==> src/rtl/seq_multiplier.sv <==
// Shift-add unsigned multiplier, one multiplier bit per clock.
// Optional `MUL_OVF_EN adds the ovf flag (upper product half nonzero).
module seq_multiplier #(
  parameter int WIDTH = 32
) (
  input  logic               clk,
  input  logic               rst_n,
  input  logic               start,
  input  logic [WIDTH-1:0]   a,
  input  logic [WIDTH-1:0]   b,
  output logic               busy,
  output logic               done,
  output logic [2*WIDTH-1:0] product
`ifdef MUL_OVF_EN
  ,
  output logic               ovf
`endif
);

  localparam int CW = $clog2(WIDTH) + 1;

  typedef enum logic [1:0] {
    S_IDLE,
    S_RUN,
    S_DONE
  } state_t;

  state_t             state_q, state_d;
  logic [WIDTH-1:0]   mcand_q, mcand_d;
  logic [WIDTH-1:0]   hi_q, hi_d;
  logic [WIDTH-1:0]   lo_q, lo_d;
  logic [CW-1:0]      count_q, count_d;
  logic [2*WIDTH-1:0] product_q, product_d;
  logic [WIDTH:0]     sum;
  logic [2*WIDTH-1:0] shifted;

  // One add per step; carry lands in the top bit of the shifted pair.
  always_comb begin
    sum     = {1'b0, hi_q} + (lo_q[0] ? {1'b0, mcand_q} : '0);
    shifted = {sum, lo_q[WIDTH-1:1]};
  end

  // Next-state and datapath update for the IDLE/RUN/DONE sequencer.
  always_comb begin
    state_d   = state_q;
    mcand_d   = mcand_q;
    hi_d      = hi_q;
    lo_d      = lo_q;
    count_d   = count_q;
    product_d = product_q;
    unique case (state_q)
      S_IDLE: begin
        if (start) begin
          mcand_d = a;
          lo_d    = b;
          hi_d    = '0;
          count_d = '0;
          state_d = S_RUN;
        end
      end
      S_RUN: begin
        hi_d    = shifted[2*WIDTH-1:WIDTH];
        lo_d    = shifted[WIDTH-1:0];
        count_d = count_q + CW'(1);
        if (count_q == CW'(WIDTH - 1)) begin
          product_d = shifted;
          state_d   = S_DONE;
        end
      end
      S_DONE: state_d = S_IDLE;
      default: state_d = S_IDLE;
    endcase
  end

  // Architectural state; reset aborts any operation in flight.
  always_ff @(posedge clk or negedge rst_n) begin
    if (!rst_n) begin
      state_q   <= S_IDLE;
      mcand_q   <= '0;
      hi_q      <= '0;
      lo_q      <= '0;
      count_q   <= '0;
      product_q <= '0;
    end else begin
      state_q   <= state_d;
      mcand_q   <= mcand_d;
      hi_q      <= hi_d;
      lo_q      <= lo_d;
      count_q   <= count_d;
      product_q <= product_d;
    end
  end

  assign busy    = (state_q != S_IDLE);
  assign done    = (state_q == S_DONE);
  assign product = product_q;

`ifdef MUL_OVF_EN
  logic ovf_q, ovf_d;

  // Overflow flag travels with product, loaded only on completion.
  always_comb begin
    ovf_d = ovf_q;
    if (state_q == S_RUN && count_q == CW'(WIDTH - 1))
      ovf_d = |shifted[2*WIDTH-1:WIDTH];
  end

  // Overflow register.
  always_ff @(posedge clk or negedge rst_n) begin
    if (!rst_n) ovf_q <= 1'b0;
    else        ovf_q <= ovf_d;
  end

  assign ovf = ovf_q;
`endif

endmodule

==> config.mk <==
export PLATFORM = sky130hd
export DESIGN_NAME = seq_multiplier
export DESIGN_NICKNAME = d
export VERILOG_FILES = /design/src/rtl/seq_multiplier.sv
export SDC_FILE = /design/constraint.sdc
export NUM_CORES = 1
export LEC_CHECK = 0
export CORE_MARGIN = 2
export CORE_UTILIZATION = 40
export CTS_BUF_LIST = sky130_fd_sc_hd__clkbuf_8
export CTS_CLUSTER_DIAMETER = 50
export DETAILED_ROUTE_END_ITERATION = 8
export GPL_TIMING_DRIVEN = 0
export HOLD_SLACK_MARGIN = 0.02
export SYNTH_ARGS = -nofsm -noshare
export SYNTH_HDL_FRONTEND = slang
export SYNTH_SLANG_ARGS = --single-unit
==> constraint.sdc <==
create_clock -name clk -period 3.9 [get_ports clk]
set_input_delay 0.585 -clock clk [delete_from_list [all_inputs] [get_ports clk]]
set_output_delay 0.585 -clock clk [all_outputs]
set_load 0.005 [all_outputs]
==> results of run 1 <==
## metal layers
metal	vias up	part of all wire, %
met3	21	6.5
met1	3452	47
met2	168	45
met5	-	0
li1	3603	-
met4	0	1.5
## worst reg2reg max path, stage by stage, from the launching register on
cell       delay, ns
dfrtp_1         0.50
clkbuf_2        0.28
nand2_1         0.13
fa_1            0.45
and2b_1         0.25
o2111ai_2       0.15
a2111o_1        0.48
a311o_1         0.44
a2111oi_1       0.58
mux2i_1         0.29
nand2_1         0.08
## worst paths after layout
path | slack [ns] | end | startpoint
setup / recovery | 0.18 | hi_q[29] | lo_q[0]
hold / removal | 0.07 | mcand_q[8] | rst_n
setup reg to reg | 0.18 | hi_q[29] | lo_q[0]
hold reg to reg | 0.48 | mcand_q[3] | mcand_q[3]
max in group asynchronous | 2.97 | hi_q[30] | rst_n
min in group clk | 0.48 | mcand_q[3] | mcand_q[3]
## cells by family (layout without fill, tap and decap cells)
| family | count (synthesis) | after routing | synth area share, % |
|---|---|---|---|
| AOI/OAI and AO/OA | 198 | 198 | 14.86 |
| and+or+nand+nor | 468 | 468 | 23.60 |
| buffers and inverters | 62 | 227 | 2.750 |
| xor gates and xnor gates | 24 | 24 | 2.484 |
| muxes | 12 | 12 | 1.523 |
| adders and majority gates | 34 | 34 | 5.115 |
| DFF | 168 | 168 | 49.67 |
## synth_stat cells (3+ instances only)
cell and number:
nand2_1 273, nand3_1 23, o211ai_1 4, a31oi_1 4, dfrtp_1 168, clkbuf_1 48, nand4_1 12, a21oi_1 42
xnor2_1 14, o21bai_1 3, o22ai_1 34, a21o_1 10, nor2b_1 6, mux2_2 7, nor2_1 88, o31ai_1 7
and2_1 33, a22o_1 13, and4_1 3, nand2b_1 6, or3_1 3, o21a_1 4, ha_1 33, inv_1 7
o21ai_0 57, mux2i_1 5, xor2_1 10, nor3_1 12, and3_1 3, buf_1 6
## per-stage QoR
stage | worst slack (ns) | total power, mW | TNS [ns] | utilization [%]
floorplan | 0.7863 | 4.802 | 0 | -
CTS | 0.001990 | 6.980 | 0 | 50.63
global route | 0.02361 | 7.527 | 0 | 50.64
finish | 0.1761 | 6.966 | 0 | 50.64
global placement | -5.000 | 5.596 | -837.51 | 48.49
detailed placement | 0.04673 | 5.654 | 0 | 48.64
## sequential cells by signal (all words and copies together), names as in the netlist
register  count
product      64
mcand_q      32
lo_q         32
hi_q         32
count_q       6
state_q       2
## layout make-up
type / instances / area share (%)
tap: 275 / 3.253
timing repair buffer: 133 / 12.80
buffer: 54 / 1.928
clock buffer: 18 / 2.342
sequential: 168 / 39.74
inverter: 8 / 0.2839
multi-input combinational: 736 / 38.06
clock inverter: 14 / 1.585
## power by group through the flow
stage / sequential, mW / clock, mW / combinational (mW)
2_1_floorplan: 2.49 / 0 / 2.31
5_1_grt: 2.63 / 1.41 / 3.49
3_5_place_dp: 2.59 / 0 / 3.07
4_1_cts: 2.56 / 1.34 / 3.08
6_report: 2.56 / 1.31 / 3.09
3_3_place_gp: 2.59 / 0 / 3.01
==> reports/metrics.csv, run 1 <==
metric,value,unit
area occupied by registers,4204,um^2
critical path type,flip-flop to flip-flop,
worst path bufs/invs,1,
"Cell Area, Synth",8463,um^2
Fin Hold WS,0.06566,ns
Syn-to-layout area delta,24.98,%
global routing usage on met2,34.20,%
Initial Util,40.52,%
Critical Path RT,4.26,ns
Die Span Y,149.5,um
Die ar.,22340,um^2
initial antenna violation count,0,
Worst Path Max Fanout,10,
Yosys cell types,52,
"Largest delay share family, worst path",compound AO/OA/AOI/OAI gates,
vias in the first global route,7280,
Rows,53,
GR Util met1,30.76,%
global-route usage over all layers,22.20,%
Synth Net Count,1067,
Max Cap Viol,0,
Worst-Margin Slew,0.8542,ns
sw frac,42.71,%
Crit-path slowest cell,a2111oi_1,
WP depth,10,
Clock power frac,18.9,%
cell count of the worst reg-to-reg path,10,
Final Setup Violations,0,
skew final,0.02466,ns
CP endpoint kind,flip-flop,
cell mode on critical path,nand2_1,
Fill cells,2033,
busiest layer in global routing,met2,
Iteration-0 DRC Markers,410,
min Tclk post-route,3.724,ns
share of cells above drive strength 1,4.244,%
first-pass GRT wire length,38640,um
"commonest non-fill, non-tap cell in the layout",nand2_1,
CTS resizes,0,
P_leak,4.823,nW
area of the multi-input gates,4026,um^2
Mapped Cells,966,
Final Hold Viols,0,
nets,1219,
I/O Buffers,132,
Root Buffer,clkbuf_8,
status,finished clean,
WL final,23690,um
DRC Markers,0,
Max IR drop VDD,0.2518,mV
TritonCTS buffer count,17,
clock buffer depth,2,
WL/cell,16.85,um
Worst EP arrival,4.09,ns
RSZ-0062 raised after global routing,false,
Power Density,658.6,nW/um^2
dpl cells,1374,
Final Cell Area,10580,um^2
TritonCTS clock tree,built,
largest net degree at the start of global routing,96,
sequential share of power,36.8,%
CP peak stage delay,0.57,ns
synth top area cells,"dfrtp_1 50%, nand2_1 12%, ha_1 4.9%, nor2_1 3.9%, o21ai_0 3.4%",
GRT overflow,0,
switching pwr,2.975,mW
fin. max-slew vios,0,
largest area contributor in the netlist,dfrtp_1,
post-CTS setup buffers,0,
post-route antenna net violation count,0,
DR pass1 iterations,5,
period utilization,95.48,%
Rel. slew slack,43.05,%
Gate power share,44.3,%
placed cell area,10160,um^2
ANT cells,0,
worst min-delay path category,input port to async pin,
via count,7244,
DP HPWL,16970,um
Ys Warns,0,
Max Freq,268.5,MHz
Mapped Avg Cell Area,8.761,um^2
Post-synth EDFFs,0,
core area,20890,um^2
Die Width,149.5,um
Internal Power,3.991,mW
CTS Sinks,168,
"Top FF cell, synth",dfrtp_1,
Startpoint Class,flip-flop,
clk slew on worst S/H paths,0.11,ns
grt met3 use,6.890,%
Via density,5.152,
top cell type's share of synthesized area,49.67,%
"commonest non-fill, non-tap cells in the layout","273 x nand2_1, 168 x dfrtp_1, 131 x clkdlybuf4s50_1",
Skew-Pair Late Insertion Delay,0.48,ns
gp weighted congestion,0.8786,
hold buffer count at cts,0,
Final Non-Filler Cells,1406,
I/O pin total,133,
worst path cell trace,clkbuf_2 > nand2_1 > fa_1 > and2b_1 > o2111ai_2 > a2111o_1 > a311o_1 > a2111oi_1 > mux2i_1 > nand2_1,
Async SR Flop Fraction,100.0,%
H-Tree Depth,4,
sequential share of the synthesized area,49.67,%
Yosys reg bits,168,
Power figures use the tool's default switching activity.
==> inputs of run 2 (changes only) <==
- CORE_UTILIZATION: 40 -> 42
- clock period: 3.9 -> 4.2 ns (I/O delays scaled with it)
==> run 2 against run 1 <==
Against the previous run: hold slack improved by 0.013 ns; setup slack improved by 0.080 ns; combinational power decreased by 7.1%; fmax decreased by 5.6%; critical endpoint unchanged; largest power group unchanged.
==> reports/metrics.csv, run 2 (same netlist as run 1, synthesis figures left out) <==
metric,value,unit,change
P_leak,4.800,nW,was 4.823 nW
CTS Sinks,168,,unchanged
clk slew on worst S/H paths,0.10,ns,was 0.11 ns
DRC Markers,0,,unchanged
min Tclk post-route,3.944,ns,was 3.724 ns
Power Density,607.8,nW/um^2,was 658.6 nW/um^2
Worst Path Max Fanout,10,,unchanged
Rel. slew slack,40.31,%,was 43.05%
worst min-delay path category,input port to async pin,,unchanged
Root Buffer,clkbuf_8,,unchanged
post-route antenna net violation count,0,,unchanged
"Largest delay share family, worst path",compound AO/OA/AOI/OAI gates,,unchanged
CTS resizes,0,,unchanged
gp weighted congestion,0.8766,,was 0.8786
Critical Path RT,4.57,ns,was 4.26 ns
Fin Hold WS,0.07855,ns,was 0.06566 ns
Tot Pwr,6.398,mW,was 6.966 mW
Place WS,0.2793,ns,was 0.04673 ns
clock buffer depth,2,,unchanged
worst path cell trace,clkbuf_1 > nand2_1 > fa_1 > and2b_1 > o2111ai_2 > a2111o_1 > a311o_1 > a2111oi_1 > mux2i_1 > nand2_1,,was clkbuf_2 > nand2_1 > fa_1 > and2b_1 > o2111ai_2 > a2111o_1 > a311o_1 > a2111oi_1 > mux2i_1 > nand2_1
Startpoint Class,flip-flop,,unchanged
core area,19590,um^2,was 20890 um^2
dpl cells,1364,,was 1374
Die Width,146.0,um,was 149.5 um
I/O Buffers,132,,unchanged
skew final,0.01599,ns,was 0.02466 ns
Final Hold Viols,0,,unchanged
global-route usage over all layers,22.86,%,was 22.20%
initial antenna violation count,0,,unchanged
Final Setup Violations,0,,unchanged
"commonest non-fill, non-tap cell in the layout",nand2_1,,unchanged
"commonest non-fill, non-tap cells in the layout","273 x nand2_1, 168 x dfrtp_1, 131 x clkdlybuf4s50_1",,unchanged
Worst-Margin Slew,0.8953,ns,was 0.8542 ns
PnR worst setup slack,0.2556,ns,was 0.1761 ns
Largest register FFs,64,,unchanged
largest net degree at the start of global routing,109,,was 96
Initial Util,43.20,%,was 40.52%
Worst EP arrival,4.31,ns,was 4.09 ns
RR Startpoint,lo_q[0],,unchanged
vias in the first global route,7194,,was 7280
Rows,51,,was 53
WL/cell,17.03,um,was 16.85 um
WP depth,10,,unchanged
fin. max-slew vios,0,,unchanged
period utilization,93.91,%,was 95.48%
TritonCTS buffer count,17,,unchanged
Die ar.,21300,um^2,was 22340 um^2
CP endpoint kind,flip-flop,,unchanged
GRT overflow,0,,unchanged
Max IR drop VDD,0.2511,mV,was 0.2518 mV
crit path from,lo_q[0],,unchanged
post-CTS setup buffers,0,,unchanged
Skew-Pair Late Insertion Delay,0.48,ns,about the same
critical path type,flip-flop to flip-flop,,unchanged
cell count of the worst reg-to-reg path,10,,unchanged
nets,1219,,unchanged
Syn-to-layout area delta,24.38,%,was 24.98%
Final Non-Filler Cells,1395,,was 1406
hold buffer count at cts,0,,unchanged
via count,7315,,was 7244
worst path bufs/invs,1,,unchanged
I/O pin total,133,,unchanged
Crit-path slowest cell,a2111oi_1,,unchanged
DR pass1 iterations,5,,unchanged
RSZ-0062 raised after global routing,false,,unchanged
DP HPWL,16790,um,was 16970 um
first-pass GRT wire length,38770,um,was 38640 um
share of cells above drive strength 1,4.071,%,was 4.244%
cell mode on critical path,nand2_1,,unchanged
status,finished clean,,unchanged
Die Span Y,146.0,um,was 149.5 um
WL final,23760,um,was 23690 um
TNS Setup,0,ns,unchanged
CP peak stage delay,0.57,ns,about the same
Max Freq,253.5,MHz,was 268.5 MHz
ANT cells,0,,unchanged
H-Tree Depth,4,,unchanged
Iteration-0 DRC Markers,426,,was 410
TritonCTS clock tree,built,,unchanged
Max Cap Viol,0,,unchanged
Via density,5.244,,was 5.152
-- run 2: path summary, 6_finish.rpt --
kind                                to  slack, ns
max                           hi_q[29]       0.26
min                        product[45]       0.08
max reg2reg                   hi_q[29]       0.26
max in group asynchronous     hi_q[14]       3.19
min reg2reg                 mcand_q[0]       0.48
min in group clk            mcand_q[0]       0.48
-- run 2: stage by stage --
| step | instance area (um^2) | utilization [%] |
|---|---|---|
| 6_report | 10530 | 53.73 |
| 3_5_place_dp | 10150 | 51.80 |
| 2_1_floorplan | 8463 | - |
| 3_3_place_gp | 10120 | 51.64 |
| 5_1_grt | 10530 | 53.73 |
| 4_1_cts | 10530 | 53.73 |
-- run 2: routing by layer --
| layer | global-route usage, % | routed length, um | up-vias |
|---|---|---|---|
| met5 | 0 | 0 | - |
| met4 | 6.863 | 432 | 0 |
| met3 | 5.611 | 1398 | 26 |
| met2 | 34.03 | 10430 | 193 |
| met1 | 33.01 | 11490 | 3495 |
| li1 | - | - | 3601 |
-- run 2: area by class of cell --
cell class / count / area, um^2
Tap cell: 265 / 331.6
Buffer: 54 / 202.7
Timing Repair Buffer: 133 / 1354
Inverter: 8 / 30.03
Multi-Input combinational cell: 736 / 4026
Clock inverter: 13 / 130.1
Sequential cell: 168 / 4204
Clock buffer: 18 / 247.7
Fill cell: 1888 / 9064
-- run 2: power by group --
group	total, mW	switching [mW]	internal (mW)	leakage [nW]
registers	2.38	0.313	2.07	2.05
clock network	1.15	0.698	0.452	0.191
logic	2.87	1.71	1.16	2.56
==> inputs of run 3 (changes only) <==
- CORE_UTILIZATION: 42 -> 47
- PLACE_DENSITY: not set -> 0.71
==> run 3 against run 2 <==
Against the previous run: sequential power about the same; sequential cell count unchanged; die area shrank 10%; core utilization is 5.0 points higher; clock skew is 0.0090 ns higher; via count grew 0.87%; total power down 0.26%; sequential share of layout area grew 0.16 points; first-iteration DRC count rose by 12%; setup slack better by 0.21 ns; combinational power about the same; largest power group unchanged.
==> reports/metrics.csv, run 3 (same netlist as run 1, synthesis figures left out) <==
metric,value,unit,change
DRC Markers,0,,unchanged
worst min-delay path category,input port to async pin,,unchanged
post-route antenna net violation count,0,,unchanged
RSZ-0062 raised after global routing,false,,unchanged
Rows,49,,was 51
status,finished clean,,unchanged
fin. max-slew vios,0,,unchanged
Die Width,138.2,um,was 146.0 um
vias in the first global route,7304,,was 7194
gp weighted congestion,0.9256,,was 0.8766
Final Hold Viols,0,,unchanged
crit path from,lo_q[0],,unchanged
Initial Util,47.44,%,was 43.20%
Util after Layout,58.77,%,was 53.73%
Fin Hold WS,0.1010,ns,was 0.07855 ns
share of cells above drive strength 1,4.156,%,was 4.071%
I/O pin total,133,,unchanged
"commonest non-fill, non-tap cells in the layout","273 x nand2_1, 168 x dfrtp_1, 131 x clkdlybuf4s50_1",,unchanged
"commonest non-fill, non-tap cell in the layout",nand2_1,,unchanged
CTS resizes,0,,unchanged
Via density,5.426,,was 5.244
Root Buffer,clkbuf_8,,unchanged
RR Startpoint,lo_q[0],,unchanged
WL final,22860,um,was 23760 um
critical path type,flip-flop to flip-flop,,unchanged
DR pass1 iterations,4,,was 5
core area,17840,um^2,was 19590 um^2
placed cell area,10100,um^2,was 10150 um^2
dpl cells,1328,,was 1364
GRT overflow,0,,unchanged
skew final,0.02501,ns,was 0.01599 ns
P_leak,4.795,nW,was 4.800 nW
Setup crit end,product[61],,was hi_q[29]
H-Tree Depth,4,,unchanged
Final Non-Filler Cells,1360,,was 1395
TritonCTS buffer count,17,,unchanged
Iteration-0 DRC Markers,479,,was 426
nets,1219,,unchanged
Final Setup Violations,0,,unchanged
Critical Path RT,4.56,ns,was 4.57 ns
RR Endpoint,product[61],,was hi_q[29]
Max IR drop VDD,0.2675,mV,was 0.2511 mV
clock buffer depth,2,,unchanged
Syn-to-layout area delta,23.89,%,was 24.38%
Largest register FFs,64,,unchanged
via count,7379,,was 7315
TritonCTS clock tree,built,,unchanged
clk slew on worst S/H paths,0.10,ns,about the same
CP endpoint kind,flip-flop,,unchanged
Rel. slew slack,43.82,%,was 40.31%
period utilization,88.89,%,was 93.91%
Startpoint Class,flip-flop,,unchanged
Skew-Pair Late Insertion Delay,0.49,ns,was 0.48 ns
first-pass GRT wire length,37780,um,was 38770 um
Final Cell Area,10490,um^2,was 10530 um^2
cell count of the worst reg-to-reg path,10,,unchanged
post-CTS setup buffers,0,,unchanged
Worst EP arrival,4.10,ns,was 4.31 ns
Fill cells,1641,,was 1888
Max Freq,267.9,MHz,was 253.5 MHz
Power Density,608.6,nW/um^2,was 607.8 nW/um^2
global-route usage over all layers,24.45,%,was 22.86%
CTS Sinks,168,,unchanged
I/O Buffers,132,,unchanged
Worst R2R Setup Slack,0.47,ns,was 0.26 ns
initial antenna violation count,0,,unchanged
DP HPWL,16340,um,was 16790 um
Worst-Margin Slew,0.8427,ns,was 0.8953 ns
Die Span Y,138.2,um,was 146.0 um
WL/cell,16.81,um,was 17.03 um
largest net degree at the start of global routing,93,,was 109
ANT cells,0,,unchanged
hold buffer count at cts,0,,unchanged
Die ar.,19100,um^2,was 21300 um^2
Worst Path Max Fanout,10,,unchanged
min Tclk post-route,3.733,ns,was 3.944 ns
Max Cap Viol,0,,unchanged
-- run 3: cell count changes in the layout (fill, tap and decap cells not counted), sizes merged --
cell,previous run,this run
inv,16,18
clkbuf,66,65
clkinvlp,1,3
clkinv,4,2
-- run 3: layer usage --
metal	part of all wire, %	track usage, %	vias up	wire length, um
li1	-	-	3608	-
met1	47	34.64	3501	10800
met2	44	37.29	235	10100
met3	6.5	5.819	35	1492
met4	2.1	8.163	0	476
met5	0	0	-	0
-- run 3: cell type report --
class / count / area, um^2 / area share, %
clock inverter: 15 / 147.6 / 1.408
tap: 229 / 286.5 / 2.733
sequential: 168 / 4204 / 40.10
clock buffer: 17 / 234.0 / 2.231
buffer: 54 / 202.7 / 1.933
inverter: 8 / 30.03 / 0.2864
timing repair buffer: 133 / 1354 / 12.91
multi-input combinational: 736 / 4026 / 38.40
-- run 3: critical path: stages (launching register included) --
cell       delay [ns]
dfrtp_1          0.51
clkbuf_1         0.40
nand2_1          0.18
fa_1             0.45
and2b_1          0.24
o2111ai_2        0.14
a2111o_1         0.47
a311o_1          0.43
a211oi_4         0.37
nor2_1           0.08
or3_1            0.34
-- run 3: power breakdown --
part | internal (mW) | switching [mW] | total (mW)
clock network | 0.443 | 0.703 | 1.15
registers | 2.07 | 0.314 | 2.38
logic | 1.15 | 1.70 | 2.85
total | 3.67 | 2.72 | 6.38
-- run 3: worst min path at each step --
| stage | start | to | slack (ns) | depth (start not counted) |
|---|---|---|---|---|
| 2_1_floorplan | rst_n | count_q[0] | 0.33 | 0 |
| 3_3_place_gp | mcand_q[0] | mcand_q[0] | 0.45 | 2 |
| 3_5_place_dp | mcand_q[0] | mcand_q[0] | 0.46 | 2 |
| 4_1_cts | rst_n | mcand_q[7] | 0.13 | 1 |
| 5_1_grt | rst_n | mcand_q[7] | 0.14 | 1 |
| 6_report | rst_n | mcand_q[7] | 0.10 | 1 |
-- run 3: per-stage QoR --
stage / worst slack, ns / power (mW) / setup TNS [ns]
floorplan: 1.086 / 4.459 / 0
global placement: -4.601 / 5.160 / -771.02
detailed placement: 0.5124 / 5.222 / 0
CTS: 0.4634 / 6.372 / 0
global route: 0.2917 / 6.865 / 0
finish: 0.4668 / 6.382 / 0
